==> config.mk <==
export PLATFORM = sky130hd
export DESIGN_NAME = adc_capture_scheduler
export DESIGN_NICKNAME = d
export VERILOG_FILES = /design/src/rtl/adc_sched_pkg.sv /design/src/rtl/adc_fifo_rd_port.sv /design/src/rtl/adc_capture_scheduler.sv
export SDC_FILE = /design/constraint.sdc
export NUM_CORES = 1
export LEC_CHECK = 0
export CAP_MARGIN = 10
export CORE_MARGIN = 3
export CORE_UTILIZATION = 50
export DETAILED_ROUTE_END_ITERATION = 7
export HOLD_SLACK_MARGIN = 0.15
export PLACE_DENSITY_LB_ADDON = 0.2
export SETUP_SLACK_MARGIN = 0.15
export SLEW_MARGIN = 15
export SYNTH_ARGS = -nofsm -noshare
export SYNTH_HDL_FRONTEND = slang
export SYNTH_SLANG_ARGS = --single-unit
export TNS_END_PERCENT = 1
==> constraint.sdc <==
create_clock -name Clk -period 2.5 [get_ports Clk]
set_input_delay 0.375 -clock Clk [delete_from_list [all_inputs] [get_ports Clk]]
set_output_delay 0.375 -clock Clk [all_outputs]
set_load 0.01 [all_outputs]
==> src/rtl/adc_sched_pkg.sv <==
// adc_sched_pkg: shared state encoding, widths and helpers for the ADC capture scheduler
package adc_sched_pkg;
  typedef enum logic [2:0] {IDLE, ARM, WAIT_END, SEL, READ, DONE} state_t;
  localparam int N_CH_DEF = 4;
  localparam int CH_W = $clog2(N_CH_DEF);
  localparam int UNDERRUN_LIM = 16;
  function automatic logic [4:0] first_set(input logic [31:0] m);
    first_set = '0;
    for (int i = 31; i >= 0; i--) if (m[i]) first_set = 5'(i);
  endfunction
endpackage

==> src/rtl/adc_fifo_rd_port.sv <==
// adc_fifo_rd_port: one-outstanding FIFO read and valid/ready output register for the selected channel
module adc_fifo_rd_port #(
  parameter int DW = 8
) (
  input  logic          clk,
  input  logic          rst_n,
  input  logic          flush,
  input  logic          en,
  input  logic          empty,
  input  logic          last,
  input  logic [DW-1:0] q,
  input  logic          out_ready,
  output logic          rdreq,
  output logic          pend,
  output logic [DW-1:0] out_data,
  output logic          out_valid,
  output logic          out_last
);
  // a new read is only launched when the output register is free by the time q arrives
  assign rdreq = en && !empty && !pend && (!out_valid || out_ready);
  always_ff @(posedge clk or negedge rst_n)
    if (!rst_n) begin
      pend      <= 1'b0;
      out_valid <= 1'b0;
      out_last  <= 1'b0;
      out_data  <= '0;
    end else if (flush) begin
      pend      <= 1'b0;
      out_valid <= 1'b0;
      out_last  <= 1'b0;
    end else begin
      pend <= rdreq;
      if (pend) begin
        out_data  <= q;
        out_valid <= 1'b1;
        out_last  <= last;
      end else if (out_valid && out_ready) begin
        out_valid <= 1'b0;
        out_last  <= 1'b0;
      end
    end
endmodule

==> src/rtl/adc_capture_scheduler.sv <==
// adc_capture_scheduler: arms enabled ADC channels, waits for completion, drains FIFOs in channel order
module adc_capture_scheduler
  import adc_sched_pkg::*;
#(
  parameter int N_CH    = N_CH_DEF,
  parameter int DW      = 8,
  parameter int SAMPLES = 4096,
  parameter int TIMEOUT = 1 << 24,
  parameter int MIN_LOW = 4
) (
  input  logic                    Clk,
  input  logic                    Reset_n,
  input  logic                    start,
  input  logic                    abort,
  input  logic [N_CH-1:0]         ch_mask,
  output logic [N_CH-1:0]         ADC_bg,
  input  logic [N_CH-1:0]         ADC_end,
  input  logic [N_CH-1:0]         fifo_empty,
  input  logic [N_CH*DW-1:0]      fifo_q,
  output logic [N_CH-1:0]         fifo_rdreq,
  output logic [DW-1:0]           out_data,
  output logic [$clog2(N_CH)-1:0] out_ch,
  output logic                    out_valid,
  input  logic                    out_ready,
  output logic                    out_last,
  output logic                    busy,
  output logic                    done,
  output logic                    err_timeout,
  output logic                    err_underrun
);
  localparam int CW = $clog2(N_CH);
  localparam int SW = $clog2(SAMPLES + 1);
  localparam int TW = $clog2(TIMEOUT + 1);
  localparam int GW = $clog2(MIN_LOW + 1);
  localparam logic [SW-1:0] S_ALL  = SW'(SAMPLES);
  localparam logic [TW-1:0] T_LAST = TW'(TIMEOUT - 1);
  localparam logic [GW-1:0] G_MIN  = GW'(MIN_LOW);
  localparam logic [4:0]    U_LIM  = 5'(UNDERRUN_LIM);
  state_t          state;
  logic [N_CH-1:0] rem;
  logic [CW-1:0]   ch;
  logic [SW-1:0]   cnt;
  logic [TW-1:0]   tcnt;
  logic [GW-1:0]   gap;
  logic [4:0]      ucnt;
  logic            rdreq, pend, kill, hs, leave, stall;
  assign kill  = abort && state != IDLE;
  assign hs    = out_valid && out_ready;
  // an underrun only retires the channel once the word already in the output register is taken
  assign leave = state == READ && ((hs && out_last) || (ucnt == U_LIM && !out_valid));
  assign stall = fifo_empty[ch] && !pend && cnt < S_ALL;
  assign fifo_rdreq = N_CH'(rdreq) << ch;
  assign out_ch = ch;
  adc_fifo_rd_port #(.DW(DW)) u_port (
    .clk      (Clk),
    .rst_n    (Reset_n),
    .flush    (kill),
    .en       (state == READ && cnt < S_ALL && !abort && !leave),
    .empty    (fifo_empty[ch]),
    .last     (cnt == S_ALL),
    .q        (fifo_q[ch*DW +: DW]),
    .out_ready(out_ready),
    .rdreq    (rdreq),
    .pend     (pend),
    .out_data (out_data),
    .out_valid(out_valid),
    .out_last (out_last)
  );
  // gap counts cycles with ADC_bg low and saturates at MIN_LOW, which is when a new start may arm
  always_ff @(posedge Clk or negedge Reset_n)
    if (!Reset_n) begin
      state        <= IDLE;
      rem          <= '0;
      ch           <= '0;
      cnt          <= '0;
      tcnt         <= '0;
      gap          <= G_MIN;
      ucnt         <= '0;
      ADC_bg       <= '0;
      busy         <= 1'b0;
      done         <= 1'b0;
      err_timeout  <= 1'b0;
      err_underrun <= 1'b0;
    end else if (kill) begin
      state  <= IDLE;
      ADC_bg <= '0;
      busy   <= 1'b0;
      done   <= 1'b0;
      gap    <= '0;
    end else begin
      done <= 1'b0;
      case (state)
        IDLE: begin
          if (gap != G_MIN) gap <= gap + 1'b1;
          if (start && gap == G_MIN) begin
            rem          <= ch_mask;
            busy         <= 1'b1;
            err_timeout  <= 1'b0;
            err_underrun <= 1'b0;
            state        <= ch_mask == '0 ? DONE : ARM;
          end
        end
        ARM: begin
          ADC_bg <= rem;
          tcnt   <= '0;
          state  <= WAIT_END;
        end
        WAIT_END:
          if ((ADC_end & rem) == rem) state <= SEL;
          else if (tcnt == T_LAST) begin
            err_timeout <= 1'b1;
            ADC_bg      <= '0;
            gap         <= '0;
            busy        <= 1'b0;
            state       <= IDLE;
          end else tcnt <= tcnt + 1'b1;
        SEL:
          if (rem == '0) state <= DONE;
          else begin
            ch    <= CW'(first_set(32'(rem)));
            cnt   <= '0;
            ucnt  <= '0;
            state <= READ;
          end
        READ: begin
          if (rdreq) cnt <= cnt + 1'b1;
          ucnt <= stall ? (ucnt == U_LIM ? U_LIM : ucnt + 1'b1) : '0;
          if (leave) begin
            rem[ch]      <= 1'b0;
            err_underrun <= err_underrun || !(hs && out_last);
            state        <= SEL;
          end
        end
        DONE: begin
          if (|ADC_bg) gap <= '0;
          ADC_bg <= '0;
          done   <= 1'b1;
          busy   <= 1'b0;
          state  <= IDLE;
        end
        default: state <= IDLE;
      endcase
    end
endmodule
# Word-level counts from Yosys, hierarchy flattened
# Cells that the tools add are included.
totals:
  input_bits: 49
  ff_bits: 74
  word_cells: 159
  output_inout_bits: 24
classes:
  eq_ne: 25
  n_reduce_logical: 47
  shift: 2
  magnitude_cmp: 3
  n_mux: 57
  bitwise_logic: 5
  addsub: 4
op_table:
  columns: ["cell", "count"]
  rows:
  - ["two-way mux 25 bit", 2]
  - ["one-hot mux 25 bit (2 select lines)", 1]
  - ["variable part select 32 x 6 -> 8 bit", 1]
  - ["two-way mux 3 bit", 10]
  - ["two-way mux 13 bit", 2]
  - ["one-hot mux 13 bit (2 select lines)", 1]
  - ["adder 25 x 1 -> 25 bit (second input constant)", 1]
  - ["equality test 25 x 24 -> 1 bit (second input constant)", 1]
  - ["inequality test 3 bit (second input constant)", 7]
  - ["two-way mux 4 bit", 5]
  - ["two-way mux 1 bit", 19]
  - ["AND reduction 4 bit", 4]
  - ["logical AND 1 bit", 15]
  - ["two-way mux 5 bit", 3]
  - ["one-hot mux 3 bit (5 select lines)", 1]
  - ["inequality test 2 bit (second input constant)", 7]
  - ["adder 13 x 1 -> 13 bit (second input constant)", 1]
  - ["equality test 13 bit (second input constant)", 1]
  - ["< comparator 13 bit (second input constant)", 1]
  - ["one-hot mux 4 bit (3 select lines)", 1]
  - ["AND reduction 3 bit", 4]
  - ["one-hot mux 5 bit (2 select lines)", 1]
  - ["AND reduction 5 bit", 2]
  - ["equality test 3 bit (second input constant)", 3]
  - ["other kinds (29)", 49]

# Depth between registers and ports, before layout
# Gate-level depths: netlist of run 1.
logic_depth:
  word_depth: 11
  mapped_depth: 11
  depth_no_buf: 9

# Hierarchy
# A second synthesis of run 1 with hierarchy kept.
hier_totals:
  hier_cells: 435
  hier_area_um2: 4259.1
modules_own_cells:
  columns: ["mod", "seq_area_each_um2", "n_inst", "area_each_um2", "cells_per_inst"]
  rows:
  - ["adc_capture_scheduler", 1577.8, 1, 3784.9, 405]
  - ["adc_fifo_rd_port", 275.3, 1, 474.2, 30]

# Worst setup path after synthesis of run 1
# No wires, ideal clock.
synth_timing:
  path_type: "reg-to-output"
  startpoint: "reg ch[0] (netlist: out_ch[0])"
  endpoint: "out fifo_rdreq[3]"
  n_path_buf: 3
  path_stages_with_launch: 8
  arrival_time_ns: 2.064
  path_slack_ns: 0.061
  cell_sequence: "dfrtp_1 buf_6 mux4_2 or4_4 buf_6 inv_6 buf_12 and3_1"
synth_via:
  elab_chain_len: 7
synth_rtl:
  columns: ["item", "line_no", "text"]
  rows:
  - ["from (decl)", "adc_capture_scheduler.sv:41", "logic [CW-1:0] ch;"]
  - ["from (signal assigned)", "adc_capture_scheduler.sv:120", "ch <= CW'(first_set(32'(rem)));"]
  - ["binary-select mux 1 bit (select 2 bit)", "adc_capture_scheduler.sv:59", ".empty (fifo_empty[ch]),"]
  - ["two-way mux 1 bit (not written as such)", "adc_capture_scheduler.sv:59", null]
  - ["zero test 1 bit", "adc_fifo_rd_port.sv:20", "assign rdreq = en && !empty && !pend && (!out_valid || out_ready);"]
  - ["logical AND 1 bit (3 in series)", "adc_fifo_rd_port.sv:20", null]
  - ["<< shifter 1 x 2 -> 4 bit *", "adc_capture_scheduler.sv:52", "assign fifo_rdreq = N_CH'(rdreq) << ch;"]
  - ["to (decl)", "adc_capture_scheduler.sv:20", "output logic [N_CH-1:0] fifo_rdreq,"]
# Mark *: on every way between the ends. The rest lies on a longest branch, timed or not. The select of a mux whose other input is x is not followed.

# Worst setup path in the final report of run 1
layout_timing:
  startpoint: "reg ch[0] (netlist: out_ch[0])"
  endpoint: "out fifo_rdreq[1]"
# Same word-level chain as after synthesis.

==> impl_metrics.py, run 1 <==
metrics = {
    "place": {
        "portBuffers": 72,
        "place_area_um2": 5150,
        "finalWeightedCongestion": 0.857,
        "dpl.hpwl_um": 7620,
    },
    "worst_setup_path": {
        "reg2reg_from": "out_ch[0]$_DFFE_PN0P_",
        "critical-path-top-delay-family": "simple AND/OR/NAND/NOR gates",
        "slowest_delay_ps": 550,
        "cp.required_ps": 2120,
        "cp_slowest_cell": "or4_4",
        "reg2reg_slack_ps": 240,
        "crit_end": "fifo_rdreq[1]",
        "cp_cell_sequence": "mux4_2 -> or4_4 -> buf_6 -> nor3b_2 -> buf_2",
        "startpoint": "out_ch[0]$_DFFE_PN0P_",
        "crit_fanout": 4,
        "criticalPathCategory": "flip-flop to output port",
        "reg2reg_to": "cnt[5]$_DFFE_PN0P_",
        "cp_data_arrival_time_ps": 2280,
        "ff2ff_path_depth": 7,
        "critPathBufInv": 2,
        "critPathCaptureType": "output port",
        "startpoint_type": "flip-flop",
        "cp_num_cells": 5,
    },
    "yosys": {
        "ys.flop_type": "dfrtp_1",
        "synth_xor_area_share_pct": 4.00,
        "synthArstFlopShare_pct": 100,
        "synth-simple-area-share_pct": 23.5,
        "synth_compound_area_share_pct": 14.1,
        "synthAdderAreaFrac_pct": 2.11,
        "seq_area_frac_synth_pct": 44.6,
        "yosysUniqueCellTypes": 57,
        "synth_top_family_by_area": "simple AND/OR/NAND/NOR gates",
        "synth_area_um2": 4160,
        "synth_edf_count": 0,
        "netlist_instances": 433,
        "syn_nets": 489,
        "synthMuxAreaShare_pct": 7.77,
        "synth-seq-cells": 74,
        "synth.avg_cell_area_um2": 9.60,
        "yosysWarnings": 0,
    },
    "power": {
        "p_per_area_nw_per_um2": 825,
        "leakage_nw": 2.38,
        "vdd_drop_max_v": 0.000625,
    },
    "cells_and_area": {
        "seqCellArea_um2": 1850,
        "final_core_util_pct": 68.8,
        "syn_to_final_growth_pct": 30.6,
        "fin_area_um2": 5430,
        "final_cell_mix": "dfrtp_1 (73), clkdlybuf4s50_1 (67), nor2_1 (55)",
        "final_common_cell": "dfrtp_1",
        "drive_gt1_share_pct": 15.8,
        "nets": 588,
        "fillerInstances": 620,
        "n_antenna_cell": 0,
        "multi_input_area_um2": 2200,
    },
    "timing": {
        "rsz0062_at_grt": "yes",
        "slew_viol_final": 0,
        "timing.final.hold_violations": 0,
        "tightest_slew_ps": 539,
        "fin_setup_tns_ps": -249,
        "timing.slew.headroom_pct": 63.8,
        "fin_skew_ps": 12.5,
        "final-setup-viol-count": 4,
        "fmax_ghz": 0.376,
        "layout_setup_ws_ps": -156,
        "post-route-period-util_pct": 106,
        "layout_min_cycle_time_ps": 2660,
    },
    "clock_network": {
        "clk_latency_ps": 350,
        "clkSinkCount": 74,
        "clk_pin_slew_ps": 80,
        "htree_levels": 3,
        "cts_buffer_depth": 2,
        "numCtsBuffers": 9,
        "cts_tree": "built",
        "cts-root-buf": "clkbuf_8",
    },
    "die": {
        "dieArea_um2": 9440,
        "die_h_um": 97.2,
        "num_rows": 32,
        "initial_core_util_pct": 52.7,
        "die_x_um": 97.2,
        "core_um2": 7890,
        "ioPinCount": 73,
    },
    "drt": {
        "num_vias": 3793,
        "ant_nets": 0,
        "firstDrtPassIters": 5,
        "post-route-drc-count": 0,
        "drt_wl_total_um": 10500,
        "via_per_inst": 5.94,
        "drtIter0Drc": 249,
        "post_drt_wl_per_cell_um": 16.4,
    },
    "min_path": {
        "hold_path_class": "flip-flop to flip-flop",
        "hold_depth": 1,
    },
    "grt": {
        "grtUsageTotal_pct": 22.9,
        "overflow": 0,
        "grt_max_degree": 75,
        "grt_pass1_vias": 3584,
        "antenna_found_initial": 0,
        "grt_pass1_wl_um": 17500,
    },
    "job": {
        "max_cap_violations": 0,
    },
    "outcome": {
        "violations": "setup timing",
        "status": "finished with violations",
    },
}
[layout make-up]
type | instances | area share (%)
tap | 102 | 2.35
timing repair buffer | 106 | 18.0
clock inverter | 5 | 1.45
sequential | 74 | 34.1
clock buffer | 11 | 2.42
multi-input combinational | 326 | 40.5
inverter | 15 | 1.13
[per-stage QoR]
stage                     std cells  hold slack [ps]  power [mW]  setup WS, ps
after floorplan                 433             79.4        2.66           103
final                           639              502        4.48          -156
after global placement          620              432        3.39          -453
after CTS                       638              496        4.49          -203
after detailed placement        620              435        3.46          -499
after global routing            639              517        4.78          -222
[power by group]
part	switching (mW)	leakage (nW)	internal, mW
Clock	0.448	0.107	0.562
Sequential	0.211	0.998	1.44
Combinational	0.943	1.28	0.874
[Yosys cell counts (4+ instances only)]
| cell | count | area (µm²) |
|---|---|---|
| nor3_1 | 8 | 40.0 |
| nor2b_1 | 4 | 25.0 |
| and4_1 | 5 | 43.8 |
| a21oi_1 | 18 | 90.1 |
| a31oi_1 | 5 | 31.3 |
| inv_1 | 14 | 52.6 |
| mux4_1 | 8 | 210 |
| nand3_1 | 25 | 125 |
| and3_1 | 8 | 50.1 |
| ha_1 | 7 | 87.6 |
| nand4_1 | 14 | 87.6 |
| xor2_1 | 11 | 96.3 |
| dfrtp_1 | 73 | 1830 |
| nand2_1 | 32 | 120 |
| mux2_2 | 8 | 90.1 |
| clkbuf_1 | 15 | 56.3 |
| a22o_1 | 6 | 52.6 |
| nor2_1 | 55 | 206 |
| xnor2_1 | 8 | 70.1 |
| a21o_1 | 4 | 30.0 |
| nor4_1 | 6 | 37.5 |
| nand3b_1 | 4 | 30.0 |
| nor3b_1 | 4 | 30.0 |
| o21ai_0 | 36 | 180 |
| nand2b_1 | 6 | 37.5 |
[worst min path at each step]
stage	to	start	slack, ps
finish	tcnt[9]$_DFFE_PN0P_	tcnt[9]$_DFFE_PN0P_	500
global placement	u_port.out_data[3]$_DFFE_PN0P_	Reset_n	430
global route	tcnt[9]$_DFFE_PN0P_	tcnt[9]$_DFFE_PN0P_	520
detailed placement	u_port.out_data[3]$_DFFE_PN0P_	Reset_n	440
floorplan	ADC_bg[0]$_DFFE_PN0P_	Reset_n	80
CTS	tcnt[9]$_DFFE_PN0P_	tcnt[9]$_DFFE_PN0P_	500
[timing repair]
action,4_1_cts,5_1_grt
buffers inserted,1,1
hold buffers,1,0
endpoints found under the setup margin,6,20
pin swaps,2,5
resized for setup,22,11
hold endpoints to repair,73,0
[sequential cells by signal (all words and copies together) (netlist names)]
signal / flops
err_timeout: 1
out_ch: 2
u_port.pend: 1
gap: 3
ucnt: 5
rem: 4
ADC_bg: 4
cnt: 13
state: 3
err_underrun: 1
u_port.out_last: 1
done: 1
busy: 1
u_port.out_data: 8
tcnt: 25
u_port.out_valid: 1
[cells by family after synthesis]
kind of cell,Yosys count
xor gates and xnor gates,19
DFF,74
buffers and inverters,33
adders and majority gates,7
AOI/OAI and AO/OA,94
and+or+nand+nor,189
muxes,17
[per-layer routing]
layer | vias to the layer above | track usage, % | part of all wire (%)
met5 | - | 0 | 0
met4 | 0 | 6.26 | 1.3
met3 | 18 | 4.67 | 5.5
met2 | 123 | 38.8 | 51
met1 | 1867 | 29.8 | 42
li1 | 1785 | - | -
Note: power is estimated with default switching activity, not from simulation.
==> run 2, diff against run 1 <==
- CORE_MARGIN: 3 -> not set
==> impl_metrics.py, run 2 (synthesis results as in run 1) <==
metrics = {
    "drt": {
        "num_vias": 3701,
        "drtIter0Drc": 216,
        "post_drt_wl_per_cell_um": 16.1,
        "via_per_inst": 5.76,
        "ant_nets": 0,
        "firstDrtPassIters": 5,
        "drt_wl_total_um": 10300,
        "post-route-drc-count": 0,
    },
    "worst_setup_path": {
        "slowest_delay_ps": 560,
        "ff2ff_path_depth": 8,
        "cp_num_cells": 5,
        "cp_data_arrival_time_ps": 2270,
        "critPathCaptureType": "output port",
        "critPathBufInv": 2,
        "crit_fanout": 4,
        "cp_cell_sequence": "mux4_2 -> or4_4 -> buf_6 -> nor3b_2 -> buf_2",
        "cp_slowest_cell": "or4_4",
        "criticalPathCategory": "flip-flop to output port",
        "startpoint_type": "flip-flop",
        "cp.required_ps": 2120,
        "critical-path-top-delay-family": "simple AND/OR/NAND/NOR gates",
    },
    "clock_network": {
        "cts_tree": "built",
        "clkSinkCount": 74,
        "cts_buffer_depth": 2,
        "htree_levels": 3,
        "cts-root-buf": "clkbuf_8",
        "clk_pin_slew_ps": 80,
        "clk_latency_ps": 360,
        "numCtsBuffers": 9,
    },
    "die": {
        "dieArea_um2": 8680,
        "ioPinCount": 73,
        "num_rows": 32,
        "die_h_um": 93.2,
        "initial_core_util_pct": 52.7,
        "die_x_um": 93.2,
        "core_um2": 7890,
    },
    "outcome": {
        "status": "finished with violations",
        "violations": "setup timing",
    },
    "timing": {
        "fin_setup_tns_ps": -423,
        "hold_slack_ps": 497,
        "fin_skew_ps": 14.2,
        "fmax_ghz": 0.378,
        "rsz0062_at_grt": "yes",
        "layout_setup_ws_ps": -143,
        "final-setup-viol-count": 4,
        "post-route-period-util_pct": 106,
        "tightest_slew_ps": 552,
        "timing.slew.headroom_pct": 63.0,
        "timing.final.hold_violations": 0,
        "layout_min_cycle_time_ps": 2640,
        "slew_viol_final": 0,
    },
    "cells_and_area": {
        "drive_gt1_share_pct": 15.9,
        "top_register": "tcnt",
        "final_common_cell": "dfrtp_1",
        "final_core_util_pct": 69.0,
        "reg_top3": "tcnt x25, cnt x13, u_port.out_data x8",
        "nets": 591,
        "syn_to_final_growth_pct": 30.9,
        "largest_register_ffs": 25,
        "final_cell_mix": "dfrtp_1 (73), clkdlybuf4s50_1 (67), nor2_1 (55)",
        "n_antenna_cell": 0,
        "fillerInstances": 604,
    },
    "power": {
        "vdd_drop_max_v": 0.000681,
        "fin_total_pwr_mw": 4.44,
        "leakage_nw": 2.39,
        "p_per_area_nw_per_um2": 816,
    },
    "place": {
        "dpl.hpwl_um": 7510,
        "portBuffers": 72,
        "place_ws_ps": -550,
        "finalWeightedCongestion": 0.846,
    },
    "min_path": {
        "hold_depth": 1,
        "hold_path_class": "flip-flop to flip-flop",
    },
    "job": {
        "max_cap_violations": 0,
    },
    "grt": {
        "grtUsageTotal_pct": 26.0,
        "grt_pass1_wl_um": 17600,
        "antenna_found_initial": 0,
        "grt_pass1_vias": 3601,
        "grt_max_degree": 38,
        "overflow": 0,
    },
}
## run 2: changes by cell type in the layout (fill, tap and decap cells not counted), sizes merged
cell / change
buf: +2
clkdlybuf4s15: +1
bufinv: -1
clkbuf: -1
inv: +1
clkinvlp: +1
## run 2: worst paths after layout
path	start	end	slack, ps
setup / recovery	out_ch[0]$_DFFE_PN0P_	fifo_rdreq[1]	-140
hold / removal	tcnt[9]$_DFFE_PN0P_	tcnt[9]$_DFFE_PN0P_	500
setup reg to reg	out_ch[0]$_DFFE_PN0P_	cnt[7]$_DFFE_PN0P_	140
hold reg to reg	tcnt[9]$_DFFE_PN0P_	tcnt[9]$_DFFE_PN0P_	500
max in group asynchronous	Reset_n	gap[2]$_DFFE_PN1P_	1290
min in group asynchronous	Reset_n	cnt[0]$_DFFE_PN0P_	530
## run 2: cell type report
cell class / instances / area, µm² / share of cell area [%]
Multi-Input combinational cell: 326 / 2190 / 40.2
Sequential cell: 74 / 1850 / 34.1
Timing Repair Buffer: 109 / 1010 / 18.5
Clock buffer: 10 / 138 / 2.53
Tap cell: 102 / 128 / 2.35
Clock inverter: 6 / 65.1 / 1.20
Inverter: 15 / 61.3 / 1.13
## run 2: metrics by stage
step                cells  cell area, µm²
finish                642            5440
global route          642            5440
CTS                   642            5420
detailed placement    623            5170
global placement      623            5170
floorplan             433            4160
## run 2: repair_timing
action,in CTS,in global routing
setup buffers,2,0
hold buffers,1,0
pin swaps,8,8
endpoints found under the hold margin,20,0
resized for setup,22,7
endpoints found under the setup margin,4,22
## run 2: report_power, final
group | internal, mW | switching (mW) | total, mW | leakage, nW
clock network | 0.490 | 0.476 | 0.967 | 0.103
registers | 1.44 | 0.223 | 1.66 | 0.998
logic | 0.885 | 0.923 | 1.81 | 1.29
total | 2.82 | 1.62 | 4.44 | 2.39
## run 2: routing by layer
metal  wire length (µm)  global-route usage (%)
met4                119                    7.31
met3                463                    4.96
met1               4590                    34.5
met5                  0                       0
met2               5170                    43.7
==> run 3, diff against run 2 <==
- RECOVER_POWER: not set -> 25
==> impl_metrics.py, run 3 (synthesis results as in run 1) <==
metrics = {
    "clock_network": {
        "numCtsBuffers": 9,
        "cts-root-buf": "clkbuf_8",
        "htree_levels": 3,
        "clk_latency_ps": 350,
        "clk_pin_slew_ps": 80,
        "clkSinkCount": 74,
        "cts_tree": "built",
        "cts_buffer_depth": 2,
    },
    "die": {
        "initial_core_util_pct": 52.7,
        "die_x_um": 93.2,
        "dieArea_um2": 8680,
        "die_h_um": 93.2,
        "ioPinCount": 73,
        "core_um2": 7890,
        "num_rows": 32,
    },
    "cells_and_area": {
        "reg_top3": "tcnt x25, cnt x13, u_port.out_data x8",
        "final_common_cell": "dfrtp_1",
        "largest_register_ffs": 25,
        "drive_gt1_share_pct": 15.6,
        "n_antenna_cell": 0,
        "top_register": "tcnt",
        "nets": 591,
        "stdcell_count": 642,
        "final_cell_mix": "dfrtp_1 (73), clkdlybuf4s50_1 (67), nor2_1 (55)",
        "syn_to_final_growth_pct": 30.5,
        "fin_area_um2": 5420,
    },
    "drt": {
        "ant_nets": 0,
        "firstDrtPassIters": 5,
        "drtIter0Drc": 200,
        "num_vias": 3691,
        "drt_wl_total_um": 10400,
        "post_drt_wl_per_cell_um": 16.2,
        "post-route-drc-count": 0,
        "via_per_inst": 5.75,
    },
    "grt": {
        "overflow": 0,
        "gr-usage-met2_pct": 43.7,
        "grt_max_degree": 38,
        "antenna_found_initial": 0,
        "grt_pass1_wl_um": 17600,
        "top_usage_layer": "met2",
        "grtUsageMet1_pct": 34.5,
        "grtUsageTotal_pct": 26.0,
        "grt_pass1_vias": 3601,
        "grtUsageMet3_pct": 4.96,
    },
    "place": {
        "place_inst": 623,
        "portBuffers": 72,
        "dpl.hpwl_um": 7510,
        "place_area_um2": 5170,
        "finalWeightedCongestion": 0.846,
    },
    "power": {
        "vdd_drop_max_v": 0.000684,
        "p_per_area_nw_per_um2": 818,
        "leakage_nw": 2.38,
        "fin_total_pwr_mw": 4.44,
    },
    "min_path": {
        "hold_path_class": "flip-flop to flip-flop",
        "min-delay-start": "tcnt[9]$_DFFE_PN0P_",
        "hold_depth": 1,
        "min_delay_worst_endpoint": "tcnt[9]$_DFFE_PN0P_",
    },
    "timing": {
        "timing.final.hold_violations": 0,
        "tightest_slew_ps": 1150,
        "layout_min_cycle_time_ps": 2640,
        "final-setup-viol-count": 4,
        "slew_viol_final": 0,
        "fin_setup_tns_ps": -424,
        "timing.slew.headroom_pct": 23.5,
        "fin_skew_ps": 13.4,
        "rsz0062_at_grt": "yes",
        "fmax_ghz": 0.378,
        "layout_setup_ws_ps": -142,
        "post-route-period-util_pct": 106,
    },
    "outcome": {
        "violations": "setup timing",
        "status": "finished with violations",
    },
    "worst_setup_path": {
        "startpoint_type": "flip-flop",
        "slowest_delay_ps": 560,
        "critical-path-top-delay-family": "simple AND/OR/NAND/NOR gates",
        "criticalPathCategory": "flip-flop to output port",
        "cp_slowest_cell": "or4_4",
        "cp.required_ps": 2120,
        "cp_cell_sequence": "mux4_2 -> or4_4 -> buf_6 -> nor3b_2 -> buf_2",
        "reg2reg_slack_ps": 130,
        "reg2reg_from": "state[2]$_DFFE_PN0P_",
        "cp_data_arrival_time_ps": 2270,
        "critPathCaptureType": "output port",
        "crit_fanout": 4,
        "critPathBufInv": 2,
        "ff2ff_path_depth": 7,
        "reg2reg_to": "tcnt[18]$_DFFE_PN0P_",
    },
    "job": {
        "max_cap_violations": 0,
    },
}
## run 3: how the worst max path moves through the flow
stage | to | slack (ps) | depth (start not counted) | start
4_1_cts | fifo_rdreq[1] | -210 | 5 | out_ch[0]$_DFFE_PN0P_
3_5_place_dp | fifo_rdreq[2] | -550 | 5 | fifo_empty[3]
6_report | fifo_rdreq[1] | -140 | 5 | out_ch[0]$_DFFE_PN0P_
3_3_place_gp | fifo_rdreq[1] | -460 | 5 | fifo_empty[3]
2_1_floorplan | fifo_rdreq[3] | 100 | 7 | out_ch[0]$_DFFE_PN0P_
5_1_grt | fifo_rdreq[1] | -210 | 5 | out_ch[0]$_DFFE_PN0P_
## run 3: per-stage QoR
stage	util, %	hold slack, ps	setup WS [ps]
floorplan	-	79.4	103
global placement	65.6	368	-461
detailed placement	65.6	375	-550
CTS	68.8	496	-211
global route	68.8	519	-213
finish	68.8	496	-142
## run 3: area by class of cell
class	instances	area, µm²
clock buffers	10	138
fillers	604	2460
repair buffers	109	991
well taps	102	128
clock inverters	6	65.1
flip-flops and latches	74	1850
multi-input cells	326	2190
inverters	15	61.3
## run 3: per-layer routing
layer | wire length [µm] | up-vias
met3 | 404 | 11
met4 | 121 | 0
met5 | 0 | -
li1 | - | 1791
met2 | 5160 | 78
met1 | 4690 | 1811
## run 3: power by group
part           switching, mW  leakage (nW)  internal [mW]
Sequential             0.223         0.998           1.44
Clock                  0.478         0.103          0.490
Combinational          0.925          1.28          0.881
Total                   1.63          2.38           2.81
## run 3: timing repair
item,4_1_cts,5_1_grt
hold buffers,1,0
resized for setup,22,7
pin swaps,8,8
setup buffers,2,0
endpoints found under the setup margin,4,22
hold endpoints to repair,20,0
